<file path="src/rtl/proc_pkg.sv">
// rtl/proc_pkg.sv - source indices and arbiter state encoding shared by the operand path
package proc_pkg;

  localparam logic [1:0] SRC_A = 2'd0;
  localparam logic [1:0] SRC_B = 2'd1;
  localparam logic [1:0] SRC_C = 2'd2;
  localparam logic [1:0] SRC_D = 2'd3;

  typedef enum logic {
    ARB_IDLE = 1'b0,
    ARB_BUSY = 1'b1
  } arb_state_e;

endpackage

</file>
<file path="src/rtl/four_to_one_mux.sv">
// rtl/four_to_one_mux.sv - WIDTH-bit four-input select mux
module four_to_one_mux
  import proc_pkg::*;
#(
  parameter int WIDTH = 8
) (
  input  logic [1:0]       sel_i,
  input  logic [WIDTH-1:0] a_i,
  input  logic [WIDTH-1:0] b_i,
  input  logic [WIDTH-1:0] c_i,
  input  logic [WIDTH-1:0] d_i,
  output logic [WIDTH-1:0] y_o
);

  always_comb begin
    y_o = a_i;
    case (sel_i)
      SRC_A:   y_o = a_i;
      SRC_B:   y_o = b_i;
      SRC_C:   y_o = c_i;
      SRC_D:   y_o = d_i;
      default: y_o = a_i;
    endcase
  end

endmodule

</file>
<file path="src/rtl/four_way_rr_arbiter.sv">
// rtl/four_way_rr_arbiter.sv - round-robin arbiter sharing one output channel among four sources
module four_way_rr_arbiter
  import proc_pkg::*;
#(
  parameter int WIDTH = 8
) (
  input  logic             clk,
  input  logic             reset_n,
  input  logic [3:0]       req,
  input  logic [WIDTH-1:0] data_a,
  input  logic [WIDTH-1:0] data_b,
  input  logic [WIDTH-1:0] data_c,
  input  logic [WIDTH-1:0] data_d,
  output logic [3:0]       ack,
  output logic [1:0]       sel,
  output logic             out_valid,
  output logic [WIDTH-1:0] out_data,
  input  logic             out_ready
);

  arb_state_e       state_q;
  logic [1:0]       sel_q;
  logic [1:0]       ptr_q;
  logic [WIDTH-1:0] data_q;

  logic             accept;
  logic [3:0]       cand;
  logic [1:0]       base;
  logic [2:0]       pick;
  logic [1:0]       mux_sel;
  logic [WIDTH-1:0] mux_out;

  // Returns {found, index}: first set bit of r scanning p, p+1, p+2, p+3 (mod 4).
  function automatic logic [2:0] rr_pick(input logic [3:0] r, input logic [1:0] p);
    logic [7:0] dbl;
    logic [3:0] rot;
    logic [1:0] enc;
    dbl = {r, r};
    rot = dbl[p +: 4];
    enc = 2'd0;
    for (int i = 3; i >= 0; i--) begin
      if (rot[i]) enc = 2'(i);
    end
    return {|rot, enc + p};
  endfunction

  // On acceptance the current winner is excluded and the search starts just past it.
  always_comb begin
    accept = (state_q == ARB_BUSY) && out_ready;
    cand   = 4'b0000;
    base   = ptr_q;
    if (state_q == ARB_IDLE) begin
      cand = req;
    end else if (accept) begin
      cand = req & ~(4'b0001 << sel_q);
      base = sel_q + 2'd1;
    end
    pick    = rr_pick(cand, base);
    mux_sel = pick[2] ? pick[1:0] : sel_q;
    ack     = accept ? (4'b0001 << sel_q) : 4'b0000;
  end

  four_to_one_mux #(.WIDTH(WIDTH)) u_mux (
    .sel_i (mux_sel),
    .a_i   (data_a),
    .b_i   (data_b),
    .c_i   (data_c),
    .d_i   (data_d),
    .y_o   (mux_out)
  );

  always_ff @(posedge clk or negedge reset_n) begin
    if (!reset_n) begin
      state_q <= ARB_IDLE;
      sel_q   <= SRC_A;
      ptr_q   <= SRC_A;
      data_q  <= '0;
    end else begin
      case (state_q)
        ARB_IDLE: begin
          if (pick[2]) begin
            state_q <= ARB_BUSY;
            sel_q   <= pick[1:0];
            data_q  <= mux_out;
          end
        end
        ARB_BUSY: begin
          if (accept) begin
            ptr_q <= sel_q + 2'd1;
            if (pick[2]) begin
              sel_q  <= pick[1:0];
              data_q <= mux_out;
            end else begin
              state_q <= ARB_IDLE;
            end
          end
        end
        default: state_q <= ARB_IDLE;
      endcase
    end
  end

  assign sel       = sel_q;
  assign out_valid = (state_q == ARB_BUSY);
  assign out_data  = data_q;

endmodule

</file>
<file path="config.mk">
export PLATFORM = sky130hd
export DESIGN_NAME = four_way_rr_arbiter
export DESIGN_NICKNAME = d
export VERILOG_FILES = /design/src/rtl/proc_pkg.sv /design/src/rtl/four_to_one_mux.sv /design/src/rtl/four_way_rr_arbiter.sv
export SDC_FILE = /design/constraint.sdc
export NUM_CORES = 1
export LEC_CHECK = 0
export BUFFER_PORTS_ARGS = -buffer_cell sky130_fd_sc_hd__buf_2
export CORE_ASPECT_RATIO = 1.4
export CORE_UTILIZATION = 41
export CTS_CLUSTER_DIAMETER = 60
export DETAILED_ROUTE_END_ITERATION = 7
export PLACE_DENSITY = 0.76
export SYNTH_ARGS = -nofsm -noshare
export SYNTH_HDL_FRONTEND = slang
export SYNTH_HIERARCHICAL = 1
export SYNTH_SLANG_ARGS = --single-unit
</file>
<file path="constraint.sdc">
create_clock -name clk -period 3.3 [get_ports clk]
set_input_delay 0.165 -clock clk [delete_from_list [all_inputs] [get_ports clk]]
set_output_delay 0.165 -clock clk [all_outputs]
set_load 0.02 [all_outputs]
</file>
# == Yosys cells after proc, flatten, opt, wreduce, memory -nomap -nowiden ==
# Index checks and enable logic that the tools add are counted.
# op_classes
bitwise_logic,3
n_reduce_logical,3
shifts,2
n_eq_ne,4
addsub,2
muxes,19
# ops
cell,count
$pmux W8 S4,1
$mux W2,8
$mux W8,2
$pmux W8 S2,1
$mux W4,3
$shiftx A8 B3 Y4,1
$and A4 B4 Y4,1
$eq A2 B2 Y1 const B,2
$not A4 Y4,1
$pmux W2 S2,1
$reduce_or A4 Y1,1
$shl A1 B2 Y4 const A,1
$add A2 B1 Y2 const B,1
$add A2 B2 Y2,1
$eq A2 B1 Y1 const B,1
$logic_not A2 Y1,1
$mux W1,2
$ne A2 B1 Y1 const B,1
$pmux W1 S2,1
$logic_and A1 B1 Y1,1
$not A1 Y1,1
# word_totals
reg_bits,13
inputBits,39
output_inout_bits,15

# == Logic depth before layout (Yosys ltp) ==
# Gate-level depths: netlist of run 1.
# logic_depth
depth_word,17
mapped_depth,14
depth_no_buf,13

# == Modules after synthesis ==
# The synthesis of run 1 kept the hierarchy.
# modules_own_cells
module,seq_area_each_um2,cells_per_inst,area_each_um2,instances
four_way_rr_arbiter,325.3,86,883.3,1
four_to_one_mux,0.0,10,196.4,1

# == Worst setup path before layout of run 1 ==
# Ideal clock, no wire load.
# synth_timing
path_type,reg2reg
from,register sel_q[1] (netlist: sel[1])
to,register data_q[0] (netlist: out_data[0])
stages_incl_launch_ff,15
n_path_buf,1
path_slack_ns,-0.105
period_less_slack_ns,3.405
arrival_time_ns,3.277
cell_sequence,dfrtp_1 inv_1 ha_1 nand2b_1 a21boi_1 nor3_1 a311o_1 a211o_1 ha_1 nor4b_1 o21ba_1 o211a_1 clkbuf_2 mux4_2 mux2_1
# synth_via
elab_chain_len,17
# synth_lines
element,line,source
start: declaration,four_way_rr_arbiter.sv:22,logic [1:0] sel_q;
start signal: assignment,four_way_rr_arbiter.sv:83,sel_q <= pick[1:0];
start signal: assignment,four_way_rr_arbiter.sv:91,sel_q <= pick[1:0];
"parallel branches: the longest is 11 deep, another holds $add A2 B1 Y2",n/a,
$mux W2 (*),n/a,
named net mux_sel[1],four_way_rr_arbiter.sv:30,logic [1:0] mux_sel;
"$eq A2 B2 Y1, or another cell as far along",four_to_one_mux.sv:17,case (sel_i)
$pmux W8 S4 (*),four_to_one_mux.sv:17,
named net mux_out[0],four_way_rr_arbiter.sv:31,logic [WIDTH-1:0] mux_out;
$mux W8 (*),"four_way_rr_arbiter.sv:81, four_way_rr_arbiter.sv:90",
$mux W8,four_way_rr_arbiter.sv:88,if (accept) begin
$pmux W8 S2 (*),four_way_rr_arbiter.sv:79,case (state_q)
end signal: assignment,four_way_rr_arbiter.sv:84,data_q <= mux_out;
end signal: assignment,four_way_rr_arbiter.sv:92,data_q <= mux_out;
end: declaration,four_way_rr_arbiter.sv:24,logic [WIDTH-1:0] data_q;
# Mark *: on every way through the listed nets, which the timed path passes. The select of a mux whose other input is x is not followed.
# A chain may end at the register's enable or synchronous reset.

# == Worst setup path after layout of run 1 ==
# layout_timing
from,register sel_q[0] (netlist: sel[0])
to,register data_q[2] (netlist: out_data[2])
# Same word-level chain as after synthesis.

==> results of run 1 <==
[per-stage QoR]
stage | hold WS, ps | util, %
global route | 299 | 68.0
CTS | 260 | 62.0
finish | 265 | 68.0
detailed placement | 78.4 | 59.8
global placement | 66.5 | 59.8
floorplan | -131 | -
[worst paths after layout]
check / from / slack (ps) / to
max in group asynchronous: reset_n / 2750 / sel[1]
hold reg to reg: out_data[5] / 500 / out_data[5]
setup / recovery: sel[0] / 70 / out_data[2]
min in group asynchronous: reset_n / 290 / out_data[3]
setup reg to reg: sel[0] / 70 / out_data[2]
hold / removal: out_ready / 270 / out_valid
[cell type report]
class	count	area [um^2]
Inverter	4	17.5
Multi-Input combinational cell	74	786
Tap cell	34	42.5
Timing Repair Buffer	77	460
Sequential cell	13	329
Clock buffer	3	22.5
Fill cell	198	781
Clock inverter	1	5.00
[layer usage]
metal	vias up	part of all wire, %
met1	552	35
met4	0	1.8
met5	-	0
met3	6	6.2
li1	528	-
met2	57	57
[critical path: stages (launching register included)]
cell and delay (ps):
dfrtp_2 460, inv_4 90, ha_2 190, nor2b_2 50, o21ai_2 170, nor3_1 70
a311o_1 320, a211o_1 260, ha_2 320, o21ai_1 70, o21ai_1 120, buf_4 190
mux4_2 500, mux2_1 300
[layout by cell type, fill, tap and decap left out, types with 2 or more instances in the layout]
master	synthesis	final
buf_4	0	22
nor3b_2	0	2
buf_2	1	53
nor3_1	2	2
o21ai_0	4	2
mux4_2	8	8
ha_2	0	3
o21ai_2	0	4
mux2_1	7	6
a211o_1	2	2
nand2_1	3	3
ha_4	0	2
nor2b_2	0	2
o21ai_1	6	4
nor2b_1	7	5
dfrtp_2	0	3
mux2_4	1	2
and3_1	4	4
clkbuf_4	0	3
o211a_1	2	2
dfrtp_1	13	10
inv_2	1	3
o211ai_1	2	2
nor2_1	2	2
[cells by family (layout without fill, tap and decap cells)]
family                     after synthesis  in the layout  share of synthesized area (%)
muxes                                   17             17                           26.4
AOI/OAI and AO/OA                       26             26                           17.6
adders and majority gates                5              5                           5.79
DFF                                     13             13                           30.1
buffers and inverters                    9             85                           5.44
and+or+nand+nor                         26             26                           14.6
[report_power, final]
group	switching [mW]	total, mW	internal (mW)
clock network	0.0594	0.104	0.0451
logic	0.682	1.54	0.863
registers	0.0550	0.308	0.253
total	0.796	1.96	1.16
[flip-flops by register name, summed over array words and instances, names as in the netlist]
| signal | count |
|---|---|
| out_data | 8 |
| out_valid | 1 |
| ptr_q | 2 |
| sel | 2 |
[repair_timing]
| action | 4_1_cts | 5_1_grt |
|---|---|---|
| endpoints found under the setup margin | 8 | 8 |
| pin swaps | 1 | 4 |
| resized for setup | 1 | 24 |
| hold buffers | 1 | 0 |
| endpoints found under the hold margin | 13 | 0 |
| setup buffers | 2 | 8 |
==> results.tsv, run 1 <==
stage	metric	value	unit
setup_path	Worst EP required	3470	ps
die	number of I/O pins	54	
synth	Primary FF master, synth	dfrtp_1	
global_route	Overflow after GRT	0	
detailed_routing	Post-DRT Antenna Nets	0	
die	chip width	45.4	um
timing	Final Hold Vio Count	0	
synth	sequential share of the synthesized area	30.1	%
setup_path	worst r2r path cells	13	
die	initial core utilization	44.2	%
setup_path	Crit Path Max Fanout	4	
synth	syn avg cell area	11.2	um^2
synth	Cells after Synth	96	
pwr	pwr dens	1180	nW/um^2
global_route	Top Usage Layer GRT	met2	
global_route	first-pass GRT wire length	4.89	mm
cts	CTS Buf Count	3	
global_route	initial antenna violation count	0	
synth	area leader, netlist	dfrtp_1	
timing	Min Clock Period, post-route	3230	ps
cts	H-tree depth	1	
pwr	Pwr Total	1.96	mW
cells_and_area	ant diodes	0	
cells_and_area	Finished Cell Area	1660	um^2
detailed_routing	wire length per cell	15.5	um
timing	Fmax achieved	310	MHz
global_route	met1 usage	25.9	%
synth	synth cell count leaders	dfrtp_1, mux4_2, mux2_1, nor2b_1, o21ai_1	
synth	Post-synth EDFFs	0	
place	Placed Instance Area	1460	um^2
cts	Clock Sinks	13	
place	dpl ws	-57.4	ps
cells_and_area	layout net count	217	
cts	CTS tree	done	
synth	YS warnings	6	
pwr	static leakage	0.809	nW
synth	cell with the most instances after synthesis	dfrtp_1	
global_route	met2 usage	42.8	%
setup_path	Crit Path Category	reg -> reg	
timing	total negative slack	0	ps
status	status	finished clean	
detailed_routing	Via-to-Cell Ratio	5.55	
cells_and_area	area delta synth->final	54.0	%
setup_path	critical path arrival	3400	ps
cells_and_area	final cell count without fillers	206	
global_route	number of global-route vias before repair	1148	
min_path	worst hold path depth	2	
timing	final setup fails	0	
detailed_routing	via count	1143	
setup_path	Startpoint Class	register	
synth	Net Count, Synth	140	
die	Core ar.	2440	um^2
cells_and_area	share of post-route cells with drive strength above 1	68.0	%
synth	area share of the largest cell type after synthesis	30.1	%
pwr	maximum VDD drop	0.935	mV
die	Die Ht	62.7	um
cts	Root Driver	clkbuf_4	
min_path	Worst Hold Class	in -> reg	
global_route	largest net degree at the start of global routing	17	
timing	worst clock skew	5.34	ps
synth	share of synthesized registers carrying an async set or reset	100	%
synth	post-synth cell types	38	
global_route	M3 GR Usage	3.47	%
detailed_routing	DR DRC count	0	
place	final RePlAce weighted congestion	0.858	
detailed_routing	router iterations before antenna repair	4	
synth	largest cells by area after synthesis	dfrtp_1, mux4_2, mux2_1, ha_1, nor2b_1	
detailed_routing	DR iter-0 viols	18	
synth	Seq cells post-synth	13	
timing	final critical-path setup slack	71.4	ps
die	# rows	21	
place	Inst Count DP	191	
timing	headroom to the max-slew limit	75.0	%
timing	worst slew pin tran	373	ps
place	DP HPWL	2.33	mm
synth	mapped cell area	1080	um^2
cts	Clock Latency Late Sink	290	ps
cts	clk slew on worst S/H paths	90	ps
setup_path	Worst Setup End Kind	register	
timing	max-slew violations	0	
detailed_routing	Post-Route WL	3.18	mm
cts	clk buf depth	2	
die	die area	2850	um^2
job	max_cap viols	0	
timing	final worst path period share	97.8	%
place	IO buf count	53	
global_route	GRT Util Overall	23.6	%
Power figures use the tool's default switching activity.
==> inputs of run 2 (changes only) <==
Settings changed: REMOVE_ABC_BUFFERS from default to 1.
==> run 2 against run 1 <==
  * Worst hold slack improved by 12 ps
  * Cell count fell by 3.4%
  * Clock power barely moved
  * Global-route usage decreased by 2.7 points
  * Largest power group unchanged
==> results.tsv, run 2 (synthesis results as in run 1) <==
stage	metric	value	unit	change
cts	Clock Sinks	13		unchanged
detailed_routing	Post-Route WL	2.73	mm	-14%
die	initial core utilization	44.2	%	unchanged
status	status	finished clean		
pwr	static leakage	0.796	nW	-1.5%
detailed_routing	Via-to-Cell Ratio	5.41		-2.5%
timing	hold slack final	277	ps	+11.8 ps
die	chip width	45.4	um	unchanged
setup_path	Startpoint Class	register		
pwr	pwr dens	1190	nW/um^2	+0.81%
detailed_routing	Post-DRT Antenna Nets	0		unchanged
timing	Fmax achieved	315	MHz	+1.8%
global_route	initial antenna violation count	0		unchanged
cells_and_area	area delta synth->final	49.4	%	
timing	headroom to the max-slew limit	65.2	%	-9.9 points
die	die area	2850	um^2	unchanged
detailed_routing	wire length per cell	13.7	um	-11%
global_route	Overflow after GRT	0		unchanged
place	IO buf count	53		unchanged
setup_path	Worst EP required	3470	ps	about the same
cts	Root Driver	clkbuf_4		
cts	Clock Latency Late Sink	280	ps	about the same
detailed_routing	top routing layer in use	met4		
cts	CTS Buf Count	3		unchanged
global_route	GRT Util Overall	20.9	%	-2.7 points
die	number of I/O pins	54		unchanged
setup_path	Crit Path Category	reg -> reg		
cts	H-tree depth	1		unchanged
cells_and_area	commonest non-fill, non-tap cell in the layout	buf_2		
die	Die Ht	62.7	um	unchanged
timing	worst slew pin tran	523	ps	+149 ps
die	# rows	21		unchanged
timing	max-slew violations	0		unchanged
setup_path	reg2reg start	sel[1]		
global_route	largest net degree at the start of global routing	17		unchanged
place	final RePlAce weighted congestion	0.948		+10%
detailed_routing	DR iter-0 viols	13		-5
cells_and_area	ant diodes	0		unchanged
cells_and_area	share of post-route cells with drive strength above 1	63.6	%	-4.4 points
place	DP HPWL	2.17	mm	-7.2%
detailed_routing	DR DRC count	0		unchanged
global_route	number of global-route vias before repair	1042		-9.2%
detailed_routing	WL met2	1.40	mm	-23%
min_path	Worst Hold Class	in -> reg		
cts	CTS tree	done		
timing	Min Clock Period, post-route	3170	ps	-57.6 ps
die	Core ar.	2440	um^2	unchanged
setup_path	RR Endpoint	out_data[5]		
setup_path	critical path arrival	3340	ps	-60 ps
setup_path	flop2flop setup slack	130	ps	+60 ps
cells_and_area	commonest non-fill, non-tap cells in the layout	buf_2, buf_4, dfrtp_1, mux4_2, nor2b_1		
timing	worst clock skew	2.53	ps	-2.81 ps
min_path	worst hold path depth	2		unchanged
timing	final worst path period share	96.1	%	-1.7 points
min_path	hold path endpoint	out_valid		
timing	final setup fails	0		unchanged
cells_and_area	layout net count	210		-3.2%
pwr	maximum VDD drop	0.807	mV	-14%
detailed_routing	via count	1077		-5.8%
detailed_routing	met3 wire length	149	um	-25%
cells_and_area	max reg flops	8		unchanged
cts	clk buf depth	2		unchanged
place	Placed Instance Area	1450	um^2	-0.60%
cts	clk slew on worst S/H paths	80	ps	about the same
setup_path	worst r2r path cells	15		+2
timing	total negative slack	0	ps	unchanged
detailed_routing	router iterations before antenna repair	3		-1
setup_path	Crit Path Max Fanout	8		+4
min_path	Min-Delay Startpoint	out_ready		
setup_path	Worst Setup End Kind	register		
cells_and_area	Finished Cell Area	1610	um^2	-3.0%
detailed_routing	WL met1	1.11	mm	-0.89%
global_route	first-pass GRT wire length	4.41	mm	-9.9%
job	max_cap viols	0		unchanged
timing	Final Hold Vio Count	0		unchanged
[run 2: metrics by stage]
| stage | utilization [%] | setup WS (ps) | total power, mW | cells |
|---|---|---|---|---|
| 2_1_floorplan | - | -377 | 1.17 | 91 |
| 3_3_place_gp | 59.4 | 19.2 | 1.61 | 189 |
| 3_5_place_dp | 59.4 | -20.3 | 1.65 | 189 |
| 4_1_cts | 61.1 | 16.6 | 1.76 | 194 |
| 5_1_grt | 66.0 | -12.6 | 2.05 | 199 |
| 6_report | 66.0 | 129 | 1.91 | 199 |
[run 2: worst max path at each step]
stage                     startpoint           to  slack, ps  cells after the start
after global routing          sel[0]  out_data[5]        -10                     14
after detailed placement      sel[0]  out_data[5]        -20                     13
after floorplan               sel[1]  out_data[0]       -380                     12
after CTS                     sel[0]  out_data[7]         20                     13
final                         sel[1]  out_data[5]        130                     15
after global placement        sel[0]  out_data[0]         20                     13
[run 2: critical path: stages (launching register included)]
cell      delay, ps
dfrtp_1         390
buf_4           170
ha_4            160
nor2b_2         140
o21ai_2          90
buf_4           140
nand2_1          60
o221ai_1        110
a211o_1         310
ha_2            190
nor4b_2         150
o21ba_1         230
o211a_1         200
buf_12          130
mux4_2          280
mux2_1          300
[run 2: timing repair]
| item | CTS | global route |
|---|---|---|
| gates cloned | 0 | 0 |
| hold buffers | 1 | 0 |
| endpoints found under the hold margin | 13 | 0 |
| gates resized for setup | 1 | 22 |
| buffers inserted | 0 | 5 |
| pin swaps | 0 | 6 |
| setup endpoints to repair | 7 | 8 |
[run 2: power breakdown]
group / leakage, nW / switching, mW / internal, mW
Sequential: 0.149 / 0.0507 / 0.251
Clock: 0.0177 / 0.0556 / 0.0451
Combinational: 0.630 / 0.645 / 0.866
[run 2: area by class of cell]
cell class,instances,area (um^2)
repair buffers,70,425
clock inverters,1,5.00
multi-input cells,74,776
flip-flops and latches,13,327
fillers,198,831
well taps,34,42.5
clock buffers,3,22.5
inverters,4,15.0
[run 2: per-layer routing]
| layer | track usage (%) | vias up |
|---|---|---|
| met3 | 1.45 | 7 |
| met4 | 10.2 | 0 |
| met2 | 36.6 | 55 |
| met5 | 0 | - |
| li1 | - | 508 |
| met1 | 24.3 | 507 |
